## config.mk

```make
export PLATFORM = sky130hd
export DESIGN_NAME = qspi_axil_regs
export DESIGN_NICKNAME = d
export VERILOG_FILES = /design/src/rtl/qspi_regs_pkg.sv /design/src/rtl/qspi_axil_regs.sv
export SDC_FILE = /design/constraint.sdc
export NUM_CORES = 1
export LEC_CHECK = 0
export ABC_CLOCK_PERIOD_IN_PS = 3000
export BUFFER_PORTS_ARGS = -buffer_cell sky130_fd_sc_hd__buf_2
export CELL_PAD_IN_SITES_DETAIL_PLACEMENT = 1
export CELL_PAD_IN_SITES_GLOBAL_PLACEMENT = 2
export CORE_MARGIN = 10
export CORE_UTILIZATION = 39
export DETAILED_ROUTE_END_ITERATION = 6
export PLACE_DENSITY_LB_ADDON = 0.12
export RECOVER_POWER = 50
export SLEW_MARGIN = 20
export SYNTH_ARGS = -nofsm -noshare
export SYNTH_HDL_FRONTEND = slang
export SYNTH_SLANG_ARGS = --single-unit
```

## constraint.sdc

```tcl
create_clock -name clk -period 3 [get_ports clk]
set_input_delay 0.3 -clock clk [delete_from_list [all_inputs] [get_ports clk]]
set_output_delay 0.3 -clock clk [all_outputs]
set_load 0.02 [all_outputs]
```

## src/rtl/qspi_regs_pkg.sv

```systemverilog
// Shared definitions for the qspi_ctrl AXI4-Lite register bank: register offsets,
// response codes and the byte-strobe merge helper.
package qspi_regs_pkg;

    localparam logic [31:0] REG_ID     = 32'h0000_0000;
    localparam logic [31:0] REG_CTRL   = 32'h0000_0004;
    localparam logic [31:0] REG_STATUS = 32'h0000_0008;
    localparam logic [31:0] REG_SCR0   = 32'h0000_000C;

    typedef enum logic [1:0] {
        RESP_OKAY   = 2'b00,
        RESP_SLVERR = 2'b10
    } axi_resp_e;

    // Replace only the bytes whose strobe is set; other bytes keep their old value.
    function automatic logic [31:0] wstrb_merge(
        input logic [31:0] old_word,
        input logic [31:0] new_word,
        input logic [3:0]  strb
    );
        logic [31:0] merged;
        merged = old_word;
        for (int b = 0; b < 4; b++) begin
            if (strb[b]) begin
                merged[8*b +: 8] = new_word[8*b +: 8];
            end else begin
                merged[8*b +: 8] = old_word[8*b +: 8];
            end
        end
        return merged;
    endfunction

endpackage

```

## src/rtl/qspi_axil_regs.sv

```systemverilog
// AXI4-Lite slave register bank terminating qspi_ctrl register accesses:
// read-only flash ID and status, a CTRL word fed back to the datapath, and scratch space.
module qspi_axil_regs
    import qspi_regs_pkg::*;
#(
    parameter int          NREG     = 16,
    parameter int          ADDR_W   = 32,
    parameter logic [31:0] CTRL_RST = 32'h0000_0000
) (
    input  logic              clk,
    input  logic              rst,
    input  logic [ADDR_W-1:0] s_axi_awaddr,
    input  logic [2:0]        s_axi_awprot,
    input  logic              s_axi_awvalid,
    output logic              s_axi_awready,
    input  logic [31:0]       s_axi_wdata,
    input  logic [3:0]        s_axi_wstrb,
    input  logic              s_axi_wvalid,
    output logic              s_axi_wready,
    output logic [1:0]        s_axi_bresp,
    output logic              s_axi_bvalid,
    input  logic              s_axi_bready,
    input  logic [ADDR_W-1:0] s_axi_araddr,
    input  logic [2:0]        s_axi_arprot,
    input  logic              s_axi_arvalid,
    output logic              s_axi_arready,
    output logic [31:0]       s_axi_rdata,
    output logic [1:0]        s_axi_rresp,
    output logic              s_axi_rvalid,
    input  logic              s_axi_rready,
    input  logic [23:0]       id_i,
    input  logic [31:0]       status_i,
    output logic [31:0]       ctrl_o,
    output logic              ctrl_wr_o
);

    localparam int                IDX_W      = $clog2(NREG);
    localparam logic [IDX_W-1:0]  ID_IDX     = REG_ID[IDX_W+1:2];
    localparam logic [IDX_W-1:0]  CTRL_IDX   = REG_CTRL[IDX_W+1:2];
    localparam logic [IDX_W-1:0]  STATUS_IDX = REG_STATUS[IDX_W+1:2];
    localparam logic [IDX_W-1:0]  SCR0_IDX   = REG_SCR0[IDX_W+1:2];
    localparam logic [ADDR_W-1:0] ADDR_LIMIT = ADDR_W'(4 * NREG);

    logic [31:0]       regs_r [NREG];
    logic              aw_held_r;
    logic              w_held_r;
    logic [ADDR_W-1:0] awaddr_r;
    logic [31:0]       wdata_r;
    logic [3:0]        wstrb_r;
    logic              bvalid_r;
    axi_resp_e         bresp_r;
    logic              ctrl_wr_r;
    logic              rvalid_r;
    axi_resp_e         rresp_r;
    logic [31:0]       rdata_r;

    logic              aw_hs_s;
    logic              w_hs_s;
    logic              ar_hs_s;
    logic              commit_s;
    logic [IDX_W-1:0]  wr_idx_s;
    logic              wr_err_s;
    logic [IDX_W-1:0]  rd_idx_s;
    logic              rd_err_s;
    logic [31:0]       rd_data_s;
    logic              unused_s;

    assign unused_s = ^{s_axi_awprot, s_axi_arprot};

    assign s_axi_awready = !aw_held_r && !bvalid_r;
    assign s_axi_wready  = !w_held_r && !bvalid_r;
    assign s_axi_arready = !rvalid_r;
    assign s_axi_bvalid  = bvalid_r;
    assign s_axi_bresp   = bresp_r;
    assign s_axi_rvalid  = rvalid_r;
    assign s_axi_rresp   = rresp_r;
    assign s_axi_rdata   = rdata_r;
    assign ctrl_o        = regs_r[CTRL_IDX];
    assign ctrl_wr_o     = ctrl_wr_r;

    assign aw_hs_s  = s_axi_awvalid && s_axi_awready;
    assign w_hs_s   = s_axi_wvalid && s_axi_wready;
    assign ar_hs_s  = s_axi_arvalid && s_axi_arready;
    assign commit_s = aw_held_r && w_held_r && !bvalid_r;
    assign wr_idx_s = awaddr_r[IDX_W+1:2];
    assign rd_idx_s = s_axi_araddr[IDX_W+1:2];

    // Write decode: out-of-range addresses and the read-only words below SCR0 (except CTRL) fail.
    always_comb begin
        wr_err_s = 1'b0;
        if (awaddr_r >= ADDR_LIMIT) begin
            wr_err_s = 1'b1;
        end else if ((wr_idx_s != CTRL_IDX) && (wr_idx_s < SCR0_IDX)) begin
            wr_err_s = 1'b1;
        end else begin
            wr_err_s = 1'b0;
        end
    end

    // Read mux; register contents are sampled before any same-edge write commit.
    always_comb begin
        rd_err_s  = (s_axi_araddr >= ADDR_LIMIT);
        rd_data_s = 32'h0000_0000;
        if (rd_err_s) begin
            rd_data_s = 32'h0000_0000;
        end else begin
            case (rd_idx_s)
                ID_IDX:     rd_data_s = {8'h00, id_i};
                STATUS_IDX: rd_data_s = status_i;
                default:    rd_data_s = regs_r[rd_idx_s];
            endcase
        end
    end

    // Write channel: hold AW/W independently, commit once both are held, then issue B.
    always_ff @(posedge clk) begin
        if (rst) begin
            aw_held_r <= 1'b0;
            w_held_r  <= 1'b0;
            awaddr_r  <= '0;
            wdata_r   <= 32'h0000_0000;
            wstrb_r   <= 4'h0;
            bvalid_r  <= 1'b0;
            bresp_r   <= RESP_OKAY;
            ctrl_wr_r <= 1'b0;
            for (int i = 0; i < NREG; i++) begin
                regs_r[i] <= (i == int'(CTRL_IDX)) ? CTRL_RST : 32'h0000_0000;
            end
        end else begin
            ctrl_wr_r <= 1'b0;
            if (aw_hs_s) begin
                aw_held_r <= 1'b1;
                awaddr_r  <= s_axi_awaddr;
            end
            if (w_hs_s) begin
                w_held_r <= 1'b1;
                wdata_r  <= s_axi_wdata;
                wstrb_r  <= s_axi_wstrb;
            end
            if (commit_s) begin
                bvalid_r <= 1'b1;
                bresp_r  <= wr_err_s ? RESP_SLVERR : RESP_OKAY;
                if (!wr_err_s) begin
                    regs_r[wr_idx_s] <= wstrb_merge(regs_r[wr_idx_s], wdata_r, wstrb_r);
                    ctrl_wr_r        <= (wr_idx_s == CTRL_IDX);
                end
            end else if (bvalid_r && s_axi_bready) begin
                bvalid_r  <= 1'b0;
                aw_held_r <= 1'b0;
                w_held_r  <= 1'b0;
            end
        end
    end

    // Read channel: register the response on AR handshake and hold it until R handshake.
    always_ff @(posedge clk) begin
        if (rst) begin
            rvalid_r <= 1'b0;
            rresp_r  <= RESP_OKAY;
            rdata_r  <= 32'h0000_0000;
        end else if (ar_hs_s) begin
            rvalid_r <= 1'b1;
            rresp_r  <= rd_err_s ? RESP_SLVERR : RESP_OKAY;
            rdata_r  <= rd_data_s;
        end else if (rvalid_r && s_axi_rready) begin
            rvalid_r <= 1'b0;
        end
    end

endmodule

```

==> metrics.txt, run 1 <==
outcome finished, final reports clean; antenna violations before repair 0; RSZ-0062 raised after global routing no; Die Area 0.0781 mm2; Final setup viols 0; max-cap violations 0; Cells after Synth 2419; die height 280 um; Slew HR 24.4%; Via density 5.71; Netlist Area Pre-Place 0.0263 mm2; sequential fraction of the synthesis area 59.2%; number of top-level pins 243; pin count of the biggest net entering global routing 154; WL final 92.2 mm; crit path setup slack, layout 0.265 ns; worst path bufs/invs 2; worst-path fanout max 14; critical path's largest stage delay 0.69 ns; CP cell instances nor3_1 > nor3_4 > nand4_1 > clkbuf_2 > o21ai_0 > clkbuf_1; Filler Cell Count 7264; Clock Skew 0.0136 ns; clock root buffer master clkbuf_16; Initial Util 39.3%; Final period util 91.2%; CTS Buf Count 61; gpl congestion 0.820; Crit Reg-Reg Startpoint awaddr_r[4]; Fmax achieved 0.366 GHz; P_leak 9.89 nW; Setup crit start kind register; Synth area leaders edfxtp_1 51%, nand2_1 9.1%, nor3_1 8.5%, mux4_2 8.4%, dfxtp_1 8.0%; Avg WL per Cell 25.9 um; hold depth 3; Post-DP Area 0.0286 mm2; Yosys top cell by area edfxtp_1; Least-Margin Pin Slew 1.13 ns; drc violations 0; P per Cell Area 565 mW/mm2; global-route wire length before repair 139 mm; CP arrival 2.99 ns; r2r worst-path depth 6; Peak VDD IR 0.456 mV; Mean Syn Cell Area 10.9 um2; area share of the largest cell type after synthesis 51.2%; reg2reg end regs_r[10][26]; ys flop type edfxtp_1; share of cells above drive strength 1 18.1%; Max Slew Vio Count 0; First-pass DRT Iterations 5; CP delay by family, top simple AND/OR/NAND/NOR gates; hold path start s_axi_wdata[18]; Post-CTS Setup Bufs 0; Min-Delay Path Class in -> reg; Async SR Flop Fraction 0%; Yosys reg bits 553; worst-skew pair later-pin latency 0.63 ns; Hold Path Sink wdata_r[18]; clk sinks 553; Die Width 280 um; htree depth 2; Port-buffer cells 230; # diodes 0; Netlist cell types 43; most frequent cells in the layout 638 x nand2_1, 448 x edfxtp_1, 445 x nor3_1, 156 x buf_2, 112 x clkbuf_1; pre-CTS setup slack 0.480 ns; R2R Setup Slk 0.27 ns; drt initial violations 1797; slowest cell on the critical path dfxtp_1; number of global-route vias before repair 21500; commonest non-fill, non-tap cell in the layout nand2_1; Worst Path Required 3.26 ns; Layout area overhead 17.6%; fin nets 2806; Core Rows 95; clk buf depth 3; Synth Warn # 0; total number of vias 20300; Power, Total 17.4 mW; DRT antenna net count 0; CP Class reg -> reg; GRT Util Overall 23.3%; CP endpoint kind register; Final min period 2.73 ns; number of synthesized flops with an enable pin 448; TritonCTS clock tree done; Clock Pin Slew Worst Setup and Hold Paths 0.06 ns; Core ar. 0.0669 mm2; Design Area, Final 0.0309 mm2; grt ovf 0; HPWL Detailed 59.6 mm; setup_tns 0 ns; Final Hold Viols 0
==> cells by family after synthesis <==
kind of cell	synth area share, %
buf+inv	4.44
mux	9.90
flops	59.2
other cells	0.0143
compound gates	6.09
simple gates	20.4
==> report_power, final <==
group          leakage, nW  switching, mW  internal [mW]
combinational         3.52          0.965          0.574
clock                0.905           3.10           4.00
sequential            5.47          0.269           8.53
total                 9.89           4.34           13.1
==> sequential cells by signal, summed over array words and instances (netlist names) <==
signal,cells
regs_r,448
s_axi_rdata,32
wdata_r,32
awaddr_r,30
wstrb_r,4
aw_held_r,1
ctrl_wr_o,1
s_axi_bresp,1
s_axi_bvalid,1
s_axi_rresp,1
s_axi_rvalid,1
w_held_r,1
==> worst max-delay path by stage <==
stage                          from               to  slack [ns]  cells past startpoint
floorplan              awaddr_r[30]    regs_r[15][0]        0.48                      5
global placement    s_axi_araddr[2]  s_axi_rdata[11]        0.54                      7
detailed placement      awaddr_r[4]    regs_r[7][31]        0.48                      5
CTS                     awaddr_r[4]    regs_r[7][31]        0.43                      5
global route            awaddr_r[4]   regs_r[10][30]        0.11                      6
finish                  awaddr_r[4]   regs_r[10][26]        0.27                      6
==> routing by layer <==
layer	vias up	share of wire, %	GRT usage, %
met1	10300	42	30.3
li1	9229	-	-
met3	127	5.6	3.29
met2	624	49	40.0
met4	0	2.7	6.67
met5	-	0	0
==> metrics by stage <==
step,hold slack (ns),std cells,util [%]
floorplan,0.400,2420,-
global route,0.00998,3562,46.2
global placement,0.439,3381,42.8
finish,0.0262,3562,46.2
detailed placement,0.448,3381,42.8
CTS,0.00213,3562,46.5
==> area by class of cell <==
| class | instances | area (um2) | area share (%) |
|---|---|---|---|
| Clock inverter | 18 | 83.8 | 0.271 |
| Clock buffer | 97 | 1760 | 5.71 |
| Tap cell | 873 | 1090 | 3.54 |
| Sequential cell | 553 | 15600 | 50.4 |
| Multi-Input combinational cell | 1590 | 9580 | 31.0 |
| Timing Repair Buffer | 423 | 2780 | 8.99 |
| Inverter | 8 | 32.5 | 0.105 |
==> repair_timing <==
| item | in CTS | in global routing |
|---|---|---|
| endpoints found under the hold margin | 65 | 0 |
| hold buffers | 66 | 0 |
| resized for setup | 0 | 0 |
==> Yosys cell counts (3+ instances only) <==
cell type	instances
a21oi_1	85
a22o_1	24
a22oi_1	55
a2bb2oi_1	7
and2_1	3
and3_1	3
buf_1	4
buf_2	59
buf_4	14
clkbuf_1	192
dfxtp_1	105
edfxtp_1	448
inv_1	8
mux2i_1	37
mux4_2	98
nand2_1	638
nand2b_1	8
nand3_1	7
nand3b_1	3
nand4_1	12
nor2_1	24
nor2b_1	7
nor3_1	444
nor3_2	10
nor4_1	10
o2111ai_1	7
o21ai_0	64
o31ai_1	7
or2_2	7
or3_1	8
==> tightest hold or removal path, delay by kind of cell <==
kind                   cells  cell delay, ns
AOI/OAI and AO/OA          1            0.08
and+or+nand+nor            1            0.12
buffers and inverters      1            0.09
(Power assumes the default switching activity.)
==> inputs of run 2 (changes only) <==
BUFFER_PORTS_ARGS = -buffer_cell sky130_fd_sc_hd__buf_4   (was -buffer_cell sky130_fd_sc_hd__buf_2)
==> metrics.txt, run 2 (same netlist as run 1, synthesis figures left out) <==
Clock Skew 0.0232 ns (+0.00966 ns); HPWL Detailed 60.6 mm (+1.7%); DP Cell Count 3390 (+0.27%); P_leak 10.2 nW (+2.6%); grt ovf 0 (unchanged); Max Slew Vio Count 37 (+37); met3 wire length 5.40 mm (+5.2%); CP cell instances or4_1 > nor3_4 > nand4_1 > buf_4 > o21ai_0 > clkbuf_1; Slew HR -22.1% (-47 points); setup_tns 0 ns (unchanged); fin nets 2818 (+0.43%); Non-Filler Instances 3574 (+0.34%); Post-DP Area 0.0292 mm2 (+1.9%); RSZ-0062 raised after global routing no; Hold Slack 0.0356 ns (+0.00943 ns); Die Width 280 um (unchanged); CP Class reg -> reg; Port-buffer cells 230 (unchanged); number of global-route vias before repair 21700 (+0.84%); clk sinks 553 (unchanged); Worst Path Required 3.22 ns (-0.04 ns); Power, Total 18.2 mW (+4.1%); First-pass DRT Iterations 5 (unchanged); failing checks capacitance limit, slew limit; Die Area 0.0781 mm2 (unchanged); total number of vias 20500 (+1.0%); P per Cell Area 577 mW/mm2 (+2.2%); WL final 92.5 mm (+0.31%); # diodes 0 (unchanged); global-route wire length before repair 139 mm (+0.19%); clk buf depth 3 (unchanged); Setup crit start kind register; worst-path fanout max 14 (unchanged); final core occ 47.0% (+0.86 points); Max Used Layer met4; max-cap violations 1 (+1); Initial Util 39.3% (unchanged); CP arrival 2.90 ns (-0.09 ns); antenna violations before repair 1 (+1); htree depth 3 (+1); Design Area, Final 0.0315 mm2 (+1.9%); Peak VDD IR 0.417 mV (-8.5%); CTS Buf Count 67 (+9.8%); drc violations 0 (unchanged); Layout area overhead 19.7%; Core ar. 0.0669 mm2 (unchanged); Core Rows 95 (unchanged); Seq pwr share 48.5% (-2.0 points); Avg WL per Cell 25.9 um (about the same); Final setup viols 0 (unchanged); gpl congestion 0.812 (-0.93%); clock root buffer master clkbuf_16; critical path's largest stage delay 0.57 ns (-0.12 ns); clock share of power 42.7% (+2.0 points); commonest non-fill, non-tap cell in the layout nand2_1; slowest cell on the critical path or4_1; worst-skew pair later-pin latency 0.60 ns (-0.03 ns); GRT Util Overall 23.4% (+0.10 points); Filler Cell Count 7215 (-0.67%); drt initial violations 1566 (-13%); number of top-level pins 243 (unchanged); outcome finished with violations; post-cts resize count 0 (unchanged); wl on met1 39.0 mm (-0.19%); Largest Register regs_r; TritonCTS clock tree done; met2 WL 45.6 mm (+0.22%); Final period util 89.2% (-2.0 points); net switching fraction of the power 24.7% (-0.15 points); Combinational Power Share 8.8% (about the same); Via density 5.74 (+0.66%); Final Hold Viols 0 (unchanged); pin count of the biggest net entering global routing 159 (+3.2%); Largest register FFs 448 (unchanged); internal power 13.7 mW (+4.3%); Least-Margin Pin Slew 1.83 ns (+0.698 ns); Min-Delay Path Class in -> reg; Fmax achieved 0.374 GHz (+2.2%); Clock Pin Slew Worst Setup and Hold Paths 0.06 ns (about the same); die height 280 um (unchanged); crit path setup slack, layout 0.325 ns (+0.0599 ns); share of cells above drive strength 1 18.9% (+0.81 points); Final min period 2.67 ns (-0.0599 ns); Sw Pwr 4.49 mW (+3.5%); DRT antenna net count 0 (unchanged); pre-CTS setup slack 0.559 ns (+0.0789 ns); CP endpoint kind register; most frequent cells in the layout 638 x nand2_1, 448 x edfxtp_1, 446 x nor3_1, 269 x buf_4, 105 x dfxtp_1
-- run 2: layout make-up --
| type | instances | area, um2 | area share [%] |
|---|---|---|---|
| clock inverter | 27 | 159 | 0.505 |
| inverter | 8 | 32.5 | 0.103 |
| sequential | 553 | 15600 | 49.4 |
| tap | 873 | 1090 | 3.47 |
| clock buffer | 94 | 1900 | 6.04 |
| timing repair buffer | 429 | 3140 | 9.97 |
| multi-input combinational | 1590 | 9580 | 30.5 |
-- run 2: power groups by stage --
stage,sequential (mW),combinational (mW),clock [mW]
final,8.80,1.60,7.75
after floorplan,8.80,0.909,0
after global placement,8.94,1.54,0
after CTS,8.80,1.64,7.88
after global routing,8.83,1.72,8.22
after detailed placement,8.96,1.57,0
-- run 2: worst paths after layout --
path	start	to	slack (ns)	depth (start not counted)
min	s_axi_wdata[9]	wdata_r[9]	0.04	3
min reg2reg	awaddr_r[14]	awaddr_r[14]	0.45	2
max	awaddr_r[30]	regs_r[12][20]	0.33	6
max reg2reg	awaddr_r[30]	regs_r[12][20]	0.33	6
-- run 2: layer usage --
layer | up-vias | global-route usage [%]
met5 | - | 0
met4 | 0 | 7.78
met3 | 132 | 3.47
met2 | 664 | 39.7
met1 | 10500 | 30.3
li1 | 9261 | -
-- run 2: critical path, delay by kind of cell, from the launching register on --
family,cells,cell delay [ns]
and+or+nand+nor,3,1.10
buffers and inverters,2,0.74
DFF,1,0.30
AOI/OAI and AO/OA,1,0.16
-- run 2: timing repair --
action | CTS | global route
setup buffers | 0 | 0
endpoints found under the setup margin | 0 | 0
endpoints found under the hold margin | 62 | 0
hold buffers | 63 | 0
==> inputs of run 3 (changes only) <==
CORE_MARGIN = 5   (was 10)
==> metrics.txt, run 3 (same netlist as run 1, synthesis figures left out) <==
outcome finished with violations; failing checks DRC, capacitance limit, slew limit; # diodes 0 (unchanged); Final min period 2.73 ns (+0.0515 ns); TritonCTS clock tree done; clk buf depth 3 (unchanged); Die Area 0.0727 mm2 (-7.0%); Final period util 90.9% (+1.7 points); clock share of power 43.4% (+0.7 points); HPWL Detailed 58.0 mm (-4.3%); Layout area overhead 20.1%; Core ar. 0.0670 mm2 (+0.18%); Die Width 270 um (-3.6%); Worst Path Required 3.22 ns (about the same); GRT Util Overall 23.8% (+0.37 points); commonest non-fill, non-tap cell in the layout nand2_1; Setup crit start kind register; First-pass DRT Iterations 7 (+2); Least-Margin Pin Slew 1.68 ns (-0.149 ns); global route hottest layer met2; max-cap violations 1 (unchanged); Peak VDD IR 0.322 mV (-23%); P per Cell Area 581 mW/mm2 (+0.70%); setup_tns 0 ns (unchanged); Largest register FFs 448 (unchanged); pre-CTS setup slack 0.535 ns (-0.0236 ns); gpl congestion 0.811 (-0.21%); r2r worst-path depth 4 (-2); total number of vias 20400 (-0.77%); Seq pwr share 48.0% (-0.5 points); number of top-level pins 243 (unchanged); htree depth 3 (unchanged); pin count of the biggest net entering global routing 235 (+48%); Final Hold Viols 0 (unchanged); routing usage on met2 41.0% (+1.3 points); worst-path fanout max 14 (unchanged); CTS Buf Count 66 (-1.5%); most frequent cells in the layout 638 x nand2_1, 448 x edfxtp_1, 445 x nor3_1, 237 x buf_4, 119 x clkbuf_1; Initial Util 39.2% (-0.070 points); Clock Pin Slew Worst Setup and Hold Paths 0.06 ns (about the same); Hold Slack 0.0893 ns (+0.0537 ns); CP startpoint awaddr_r[5]; hold depth 4 (+1); CP endpoint kind register; Filler Cell Count 7202 (-0.18%); global-route wire length before repair 134 mm (-3.4%); Slew HR -12.2% (+10 points); Min-Delay Path Class in -> reg; die height 270 um (-3.6%); clock root buffer master clkbuf_16; Largest Register regs_r; worst-skew pair later-pin latency 0.59 ns (about the same); WL final 89.2 mm (-3.6%); grt ovf 0 (unchanged); Combinational Power Share 8.6% (-0.2 points); CP Class reg -> reg; Sw Pwr 4.42 mW (-1.6%); fin nets 2811 (-0.25%); Max Slew Vio Count 37 (unchanged); crit path setup slack, layout 0.274 ns (-0.0515 ns); clk sinks 553 (unchanged); internal power 13.9 mW (+1.8%); share of cells above drive strength 1 17.9% (-1.1 points); met1 GRT Util 31.2% (+0.86 points); Post-CTS Setup Bufs 0 (unchanged); Clock Skew 0.0191 ns (-0.00411 ns); Via density 5.71 (-0.52%); antenna violations before repair 1 (unchanged); Crit Reg-Reg Startpoint awaddr_r[5]; CP arrival 2.94 ns (+0.04 ns); drt initial violations 1725 (+10%); net switching fraction of the power 24.1% (-0.62 points); M3 GR Usage 3.54% (+0.069 points); Core Rows 95 (unchanged); Port-buffer cells 230 (unchanged); Final setup viols 0 (unchanged); drc violations 4 (+4); Avg WL per Cell 25.0 um (-3.4%); Fmax achieved 0.367 GHz (-1.9%); number of global-route vias before repair 21300 (-1.5%); DRT antenna net count 0 (unchanged); hold path start status_i[30]; P_leak 10.1 nW (-0.29%); RSZ-0062 raised after global routing no
==> run 3: per-stage QoR <==
stage / power (mW) / cells / utilization [%] / instance area, um2
after global placement: 10.5 / 3376 / 43.4 / 29100
final: 18.3 / 3565 / 47.1 / 31600
after CTS: 18.6 / 3565 / 47.7 / 32000
after detailed placement: 10.5 / 3376 / 43.4 / 29100
after global routing: 19.0 / 3565 / 47.1 / 31600
after floorplan: 9.71 / 2420 / - / 26300
==> run 3: timing repair <==
action                    4_1_cts  5_1_grt
hold endpoints to repair       70        0
gates resized for setup         0        0
hold buffers                   71        0
==> run 3: power by group through the flow <==
stage / logic (mW) / clock network, mW / registers, mW
global route: 1.70 / 8.45 / 8.82
detailed placement: 1.55 / 0 / 8.96
floorplan: 0.909 / 0 / 8.80
finish: 1.58 / 7.95 / 8.80
CTS: 1.63 / 8.13 / 8.80
global placement: 1.53 / 0 / 8.94
==> run 3: worst max-delay path, stage by stage, from the launching register on <==
cell,delay (ns)
dfxtp_1,0.69
nor2b_1,0.32
nand3_1,0.49
o21ai_0,0.33
clkbuf_1,0.51
==> run 3: metal layers <==
layer | up-vias | routed length, um | share of wire (%)
li1 | 9243 | - | -
met1 | 10400 | 37300 | 42
met2 | 633 | 44300 | 50
met3 | 121 | 4970 | 5.6
met4 | 0 | 2580 | 2.9
met5 | - | 0 | 0
==> run 3: final cells by class <==
| cell class | count | area [um2] | share of cell area (%) |
|---|---|---|---|
| Tap cell | 873 | 1090 | 3.46 |
| Multi-Input combinational cell | 1590 | 9590 | 30.4 |
| Clock buffer | 97 | 1950 | 6.17 |
| Clock inverter | 21 | 176 | 0.559 |
| Sequential cell | 553 | 15600 | 49.3 |
| Timing Repair Buffer | 423 | 3160 | 10.0 |
| Inverter | 8 | 32.5 | 0.103 |
==> run 3: final timing paths <==
check / to / slack, ns
max: regs_r[11][3] / 0.27
min: s_axi_rdata[30] / 0.09
max reg2reg: regs_r[11][3] / 0.27
min reg2reg: awaddr_r[17] / 0.45
